$ cat src/rtl/l2_norm_stream.sv
// l2_norm_stream: AXI-Stream L2-norm engine.
// Each accepted beat adds the squares of its LANES signed elements to a
// saturating accumulator. The beat that carries tlast starts a restoring
// square root that produces one result bit per cycle. One result beat is
// emitted per packet.
// Optional feature macro: L2NORM_TKEEP_EN. When it is defined, a lane is
// counted only if its lowest keep bit is set. Otherwise tkeep is ignored.
module l2_norm_stream #(
    parameter int LANES  = 4,
    parameter int ELEM_W = 16,
    parameter int ACC_W  = 40,
    parameter int OUT_W  = 32
) (
    input  logic                      clock,
    input  logic                      reset,
    input  logic [LANES*ELEM_W-1:0]   io_in_tdata,
    input  logic                      io_in_tvalid,
    input  logic [LANES*ELEM_W/8-1:0] io_in_tkeep,
    input  logic                      io_in_tuser,
    output logic                      io_in_tready,
    input  logic                      io_in_tlast,
    output logic [OUT_W-1:0]          io_out_tdata,
    output logic                      io_out_tvalid,
    output logic                      io_out_tuser,
    output logic [OUT_W/8-1:0]        io_out_tkeep,
    input  logic                      io_out_tready,
    output logic                      io_out_tlast
);

    localparam int HALF  = ACC_W / 2;
    localparam int SQ_W  = 2 * ELEM_W;
    // Headroom for acc + one beat: the carry out is what detects saturation.
    localparam int SUM_W = ACC_W + $clog2(LANES) + 2;
    localparam int CNT_W = $clog2(HALF + 1);
    localparam int REM_W = HALF + 2;
    localparam logic [ACC_W-1:0] ACC_MAX = '1;

    typedef enum logic [1:0] {ACCUM, SQRT, OUTPUT} state_t;

    state_t             state, state_next;
    logic [ACC_W-1:0]   acc;
    logic               ovf;
    logic [CNT_W-1:0]   cnt;
    logic [ACC_W-1:0]   rad;
    logic [HALF-1:0]    root;
    logic [REM_W-1:0]   rem;

    logic [LANES-1:0]   lane_en;
    logic [SUM_W-1:0]   beat_sum;
    logic [SUM_W-1:0]   sum_wide;
    logic               sat;
    logic [ACC_W-1:0]   acc_add;
    logic [REM_W-1:0]   rem_shift;
    logic [REM_W-1:0]   trial;
    logic [REM_W-1:0]   rem_sub;
    logic               take;

    // The upper remainder bits are never shifted back in, and tuser is
    // defined as ignored. Folding them here keeps them visibly unused.
    logic unused_bits;
    assign unused_bits = ^{io_in_tuser, io_in_tkeep, rem[REM_W-1:HALF]};

    // Unsigned square of a signed element. The most negative value squares exactly.
    function automatic logic [SQ_W-1:0] square(input logic signed [ELEM_W-1:0] v);
        logic signed [SQ_W-1:0] wide;
        wide = SQ_W'(v);
        return wide * wide;
    endfunction

    // Select the lanes that take part in this beat.
    always_comb begin
        lane_en = '1;
`ifdef L2NORM_TKEEP_EN
        for (int i = 0; i < LANES; i++) begin
            lane_en[i] = io_in_tkeep[i*ELEM_W/8];
        end
`endif
    end

    // Sum of squares over the beat, followed by a saturating add into the accumulator.
    always_comb begin
        beat_sum = '0;
        for (int i = 0; i < LANES; i++) begin
            if (lane_en[i]) begin
                beat_sum = beat_sum + SUM_W'(square(io_in_tdata[i*ELEM_W +: ELEM_W]));
            end
        end
        sum_wide = SUM_W'(acc) + beat_sum;
        sat      = (sum_wide > SUM_W'(ACC_MAX));
        acc_add  = sat ? ACC_MAX : sum_wide[ACC_W-1:0];
    end

    // One restoring square-root step: bring down the next bit pair and
    // subtract the trial value 4*root+1 when it fits.
    always_comb begin
        rem_shift = {rem[HALF-1:0], rad[ACC_W-1 -: 2]};
        trial     = {root, 2'b01};
        take      = (rem_shift >= trial);
        rem_sub   = rem_shift - trial;
    end

    // State register.
    always_ff @(posedge clock or posedge reset) begin
        if (reset) begin
            state <= ACCUM;
        end else begin
            state <= state_next;
        end
    end

    // Next-state logic and the handshake outputs decoded from the state.
    always_comb begin
        // NOTE: every output of this block gets a default first, so no path leaves one unassigned and no latch is inferred.
        state_next    = state;
        io_in_tready  = 1'b0;
        io_out_tvalid = 1'b0;
        case (state)
            ACCUM: begin
                io_in_tready = 1'b1;
                if (io_in_tvalid && io_in_tlast) state_next = SQRT;
            end
            SQRT: begin
                if (cnt == '0) state_next = OUTPUT;
            end
            OUTPUT: begin
                io_out_tvalid = 1'b1;
                if (io_out_tready) state_next = ACCUM;
            end
            default: state_next = ACCUM;
        endcase
    end

    assign io_out_tlast = io_out_tvalid;
    assign io_out_tkeep = '1;

    // Accumulator, overflow flag, root engine and the registered result fields.
    always_ff @(posedge clock or posedge reset) begin
        if (reset) begin
            // NOTE: sequential state uses non-blocking assignments only, so every register samples the pre-edge values.
            acc          <= '0;
            ovf          <= 1'b0;
            cnt          <= '0;
            rad          <= '0;
            root         <= '0;
            rem          <= '0;
            io_out_tdata <= '0;
            io_out_tuser <= 1'b0;
        end else begin
            case (state)
                ACCUM: begin
                    if (io_in_tvalid) begin
                        acc <= acc_add;
                        ovf <= ovf | sat;
                        if (io_in_tlast) begin
                            rad  <= acc_add;
                            root <= '0;
                            rem  <= '0;
                            cnt  <= CNT_W'(HALF);
                        end
                    end
                end
                SQRT: begin
                    if (cnt != '0) begin
                        rem  <= take ? rem_sub : rem_shift;
                        root <= {root[HALF-2:0], take};
                        rad  <= {rad[ACC_W-3:0], 2'b00};
                        cnt  <= cnt - CNT_W'(1);
                    end else begin
                        io_out_tdata <= OUT_W'(root);
                        io_out_tuser <= ovf;
                    end
                end
                OUTPUT: begin
                    if (io_out_tready) begin
                        acc <= '0;
                        ovf <= 1'b0;
                    end
                end
                default: ;
            endcase
        end
    end

endmodule

$ cat config.mk
export PLATFORM = sky130hd
export DESIGN_NAME = l2_norm_stream
export DESIGN_NICKNAME = d
export VERILOG_FILES = /design/src/rtl/l2_norm_stream.sv
export SDC_FILE = /design/constraint.sdc
export NUM_CORES = 2
export LEC_CHECK = 0
export CORE_UTILIZATION = 50
export CTS_CLUSTER_SIZE = 24
export DETAILED_ROUTE_END_ITERATION = 10
export PLACE_DENSITY = 0.73
export SLEW_MARGIN = 20
export SYNTH_ARGS = -nofsm -noshare
export SYNTH_HDL_FRONTEND = slang
export SYNTH_SLANG_ARGS = --single-unit
$ cat constraint.sdc
create_clock -name clock -period 10.7 [get_ports clock]
set_clock_uncertainty 0.05 [all_clocks]
set_input_delay 2.14 -clock clock [delete_from_list [all_inputs] [get_ports clock]]
set_output_delay 2.14 -clock clock [all_outputs]
set_load 0.01 [all_outputs]
======== Word-level counts from Yosys, hierarchy flattened ========
Cells that the tools add are included.
storage, ports and cells
  output and inout port bits .............. 40
  bits in registers ....................... 149
  bits of input ports ..................... 78
operators by class
  reductions and logical operators ........ 10
  order comparisons ....................... 2
  $add $sub $neg .......................... 6
  equality and inequality tests ........... 8
  multiply operators ...................... 4
  muxes and demuxes ....................... 30
  bitwise gates (word level) .............. 2
operators by type and width
  kind                                                             number
  2-to-1 mux 40 bit                                                6
  case mux 40 bit (2 select lines)                                 2
  2-to-1 mux 20 bit                                                7
  multiplier 16 x 16 -> 32 bit                                     4
  case mux 20 bit (2 select lines)                                 2
  adder 40 x 35 -> 41 bit                                          1
  greater-than comparator 41 x 40 -> 1 bit, second input constant  1
  adder 34 x 32 -> 35 bit                                          1
  adder 33 x 32 -> 34 bit                                          1
  adder 32 x 32 -> 33 bit                                          1
  greater-or-equal comparator 22 bit                               1
  subtractor 20 bit                                                1
  2-to-1 mux 5 bit                                                 3
  inequality test 2 bit, second input constant                     6
  case mux 5 bit (2 select lines)                                  1
  2-to-1 mux 2 bit                                                 3
  case mux 2 bit (3 select lines)                                  1
  AND reduction 3 bit                                              2
  logical NOT 5 bit                                                1
  nonzero test 5 bit                                               1
  subtractor 5 x 1 -> 5 bit, second input constant                 1
  2-to-1 mux 1 bit                                                 4
  AND reduction 4 bit                                              1
  nonzero test 2 bit                                               2
  8 further kinds                                                  8

======== Depth between registers and ports, before layout ========
  depth in word-level cells ............... 10
  depth in mapped cells ................... 43

======== Worst setup path before layout ========
Ideal clock, no wire load.
  path kind ............................... input-to-reg
  from .................................... in io_in_tdata[17]
  to ...................................... reg acc[31]
  data required time ...................... 10.526 ns
  stages on the path ...................... 39
  setup slack ............................. -0.967 ns
  setup time .............................. 0.124 ns
  data arrival time ....................... 11.493 ns
  cell sequence ........................... clkbuf_1 clkbuf_1 nand2_1 fa_1 inv_1 fa_1 inv_1 fa_1 inv_1 fa_1 fa_1 inv_1 fa_1 inv_1 ha_1 a21o_1 a21oi_1 nor2b_1 (+3 left out) or2_2 a21oi_1 xnor2_1 fa_1 inv_1 fa_1 inv_1 fa_1 ha_1 and3_2 a221o_1 a221oi_1 o21a_1 o31a_1 o41ai_2 buf_2 buf_2 o31a_1
between the ends
  word-level cells in the longest chain between the ends .. 9
RTL lines
  item                                      line  RTL
  from (decl)                               16    input logic [LANES*ELEM_W-1:0] io_in_tdata,
  multiplier 16 x 16 -> 32 bit *            67    return wide * wide;
  adder 32 x 32 -> 33 bit *                 85    beat_sum = beat_sum + SUM_W'(square(io_in_tdata[i*ELEM_W +: ELEM_W]));
  adder 33 x 32 -> 34 bit *                 85
  adder 34 x 32 -> 35 bit *                 85
  adder 40 x 35 -> 41 bit *                 88    sum_wide = SUM_W'(acc) + beat_sum;
  greater-than comparator 41 x 40 -> 1 bit  89    sat = (sum_wide > SUM_W'(ACC_MAX));
  2-to-1 mux 40 bit *                       90    acc_add = sat ? ACC_MAX : sum_wide[ACC_W-1:0];
  2-to-1 mux 40 bit *                       151   if (io_in_tvalid) begin
  case mux 40 bit (2 select lines) *        149   case (state)
  to (signal assigned)                      140   acc <= '0;
  to (signal assigned)                      152   acc <= acc_add;
  to (signal assigned)                      175   acc <= '0;
  to (decl)                                 41    logic [ACC_W-1:0] acc;
Every way passes the cells marked *; elsewhere a longest branch is shown, timed or not. The select of a mux whose other input is x is not followed.
A chain may end at the register's enable or synchronous reset.

======== Final worst setup path ========
  from .................................... in io_in_tdata[26]
  to ...................................... reg acc[27]
The elaborated chain is that of the path after synthesis.

==> metrics.md <==
| Metric | Value |
|---|---|
| Vias in the first global route | ~40000 |
| Root Buffer Master | clkbuf_16 |
| Worst-skew pair later-pin latency | roughly 0.44 ns |
| Number of synthesized flops with an enable pin | 0 |
| Dpl hpwl | ~96000 um |
| CP startpoint kind | input port |
| Hold-fix buffers, CTS | 0 |
| CP max FO | 9 |
| Remaining antenna violation count | 0 |
| Status | finished with violations |
| Finish-stage setup viols | between 80 and 90 |
| Rel. slew slack | 0.1635 |
| DIE AREA | 94730 um^2 |
| TritonCTS clock tree | done |
| CP peak stage delay | roughly 0.57 ns |
| Gr ovfl total | 0 |
| Register area share after synthesis | 0.07975 |
| CP Buf/Inv Count | 10 |
| Post-synthesis cell area | 46750 um^2 |
| Type of the worst min-delay path | flip-flop to flip-flop |
| Unrepaired setup endpoints after global routing | yes |
| Cells after synthesis | 5111 |
| Clk slew on worst S/H paths | 0.06 ns |
| Data required, critical path | about 11 ns |
| Die Ht | 307.8 um |
| Final WL | between 100000 and 150000 um |
| Actual slew at the worst max-slew pin | between 1 and 1.5 ns |
| Tmin final | between 10 and 15 ns |
| Endpoints failing hold | 0 |
| RePlAce Congestion | 0.9291 |
| Failing checks | setup timing |
| Core area | around 90000 um^2 |
| Rows | between 100 and 150 |
| Setup CP Type | input port to flip-flop |
| Critical path's top delay family | adder cells |
| Initial antenna violation count | 4 |
| DRT Pass-1 Iters | 7 |
| Fillers | ~7400 |
| Slew Limit Fails | 0 |
| H-tree level count | 4 |
| Largest net degree at the start of global routing | 82 |
| Global-route wire length before repair | ~190000 um |
| Worst hold margin | around 0.43 ns |
| # clock sinks | ~150 |
| Slowest CP cell | fa_1 |
| Syn-to-layout area delta | 22.49% |
| Fin nets | between 7000 and 8000 |
| Via density | approximately 5.0 |
| Number of DRC markers in iteration 0 | approximately 1800 |
| # IOs | roughly 120 |
| Final setup margin | -0.6460 ns |
| Fmax | around 88 MHz |
| Initial Util | 0.5078 |
| Maximum buffer depth of the clock tree | 2 |
| Layout cells sized above 1 | 0.1945 |
| Final Util | 0.6219 |
| Most frequent CP cell | fa_1 |
| Distinct cells, synth | 83 |
| Crit path DAT | 11.62 ns |
| Vias | roughly 36000 |
| DP Worst Slack | -1.540 ns |
| Num CTS Buffers | 17 |
| Crit path capture type | flip-flop |
| Async set-reset flop share out of synthesis | 1.000 |
| Top_reg_cell synth | dfrtp_1 |
| Routed WL per cell | ~16 um |
| Max_cap viols | 0 |
| Setup TNS | -42.06 ns |
| Avg Cell Area, Syn | 9.148 um^2 |
| Yosys warning count | 0 |
| GRT Overall Usage | 0.2492 |
| Port buffer count | 92 |
| Register Area | approximately 3700 um^2 |
| Tcrit/Tclk final | 1.060 |
| Multi-input gate area | 38210 um^2 |
| DRC Markers | 0 |
| Register bit total from synthesis | 149 |
| Die width | 307.8 um |
==> cells in the final DEF (no fill, tap or decap), types with 57 or more instances in the layout <==
| cell type | synthesis | routed |
|---|---|---|
| nor2_1 | 182 | 153 |
| inv_1 | 1431 | 1413 |
| xnor2_1 | 138 | 129 |
| dfrtp_1 | 149 | 149 |
| a21o_1 | 76 | 76 |
| ha_1 | 400 | 380 |
| buf_4 | 19 | 841 |
| nand2_1 | 458 | 448 |
| fa_1 | 1048 | 1038 |
| o21ai_0 | 208 | 144 |
| o21ai_1 | 10 | 57 |
| a21oi_1 | 126 | 101 |
| xor2_1 | 69 | 67 |
| and2_1 | 193 | 188 |
==> worst min-delay path: stages, from the launching register on <==
cell,delay (ns)
dfrtp_1,0.34
nand2_1,0.05
o21ai_0,0.06
==> final cells by class <==
class,instances,share of cell area
Multi-Input combinational cell,3386,0.6673
Tap cell,1243,0.02716
Sequential cell,149,0.06511
Inverter,1434,0.09419
Timing Repair Buffer,970,0.1356
Clock inverter,10,0.002556
Antenna cell,2,0.00008740
Clock buffer,21,0.008040
==> per-layer routing <==
| layer | wire [um] | GRT usage | vias up |
|---|---|---|---|
| li1 | - | - | 16899 |
| met5 | 27 | 0 | - |
| met2 | 57360 | 0.4378 | 865 |
| met1 | 45620 | 0.3159 | 18225 |
| met4 | 4072 | 0.08423 | 4 |
| met3 | 5384 | 0.03255 | 236 |
==> repair_timing <==
action                                  in CTS  in global routing
gates cloned                                 4                  2
setup buffers                               18                 19
endpoints found under the setup margin      81                 81
pin swaps                                  107                 78
endpoints found under the hold margin        0                  0
resized for setup                          237                176
==> cells in the mapped netlist (all sizes together) (76+ instances only) <==
library cell | count | area (um^2)
inv | 1433 | 5379
fa | 1048 | 20980
nand2 | 458 | 1719
ha | 400 | 5005
o21ai | 219 | 1100
and2 | 193 | 1207
nor2 | 183 | 694.4
dfrtp | 149 | 3729
xnor2 | 138 | 1209
a21oi | 127 | 639.4
clkbuf | 124 | 465.5
a21o | 76 | 570.6
==> worst paths after layout <==
path / end / slack [ns] / from / cells past startpoint
min in group asynchronous: root[4] / 2.15 / reset / 2
hold reg to reg: io_out_tdata[17] / 0.43 / io_out_tdata[17] / 2
hold / removal: io_out_tdata[17] / 0.43 / io_out_tdata[17] / 2
max in group asynchronous: rad[13] / 7.03 / reset / 3
setup / recovery: acc[27] / -0.65 / io_in_tdata[26] / 39
setup reg to reg: acc[35] / 5.75 / acc[13] / 19
==> registers in the layout, indices dropped and copies added, names as in the netlist <==
register      flops
io_out_tuser      1
rem              20
cnt               5
rad              40
root             20
state             2
ovf               1
io_out_tdata     20
acc              40
==> logic make-up (layout without fill, tap and decap cells) <==
| family | count (synthesis) | after routing | share of synthesized area |
|---|---|---|---|
| AO/OA/AOI/OAI | 592 | 592 | 0.07967 |
| multiplexers | 25 | 25 | 0.005459 |
| AND/OR/NAND/NOR | 1098 | 1098 | 0.1110 |
| other | 2 | 18 | 0.0001606 |
| XOR/XNOR | 207 | 207 | 0.03878 |
| buffers and inverters | 1590 | 2435 | 0.1294 |
| flip-flops | 149 | 149 | 0.07975 |
| adder cells (fa/ha/maj) | 1448 | 1448 | 0.5558 |
==> metrics by stage <==
stage	std cells	cell area, um^2
after floorplan	5125	47120
after global placement	7145	55230
final	7215	57270
after global routing	7215	57270
after CTS	7196	56700
after detailed placement	7145	55230
Power is not shown: default switching activity piles up to over one toggle a cycle in this logic, so the estimate is an artifact.
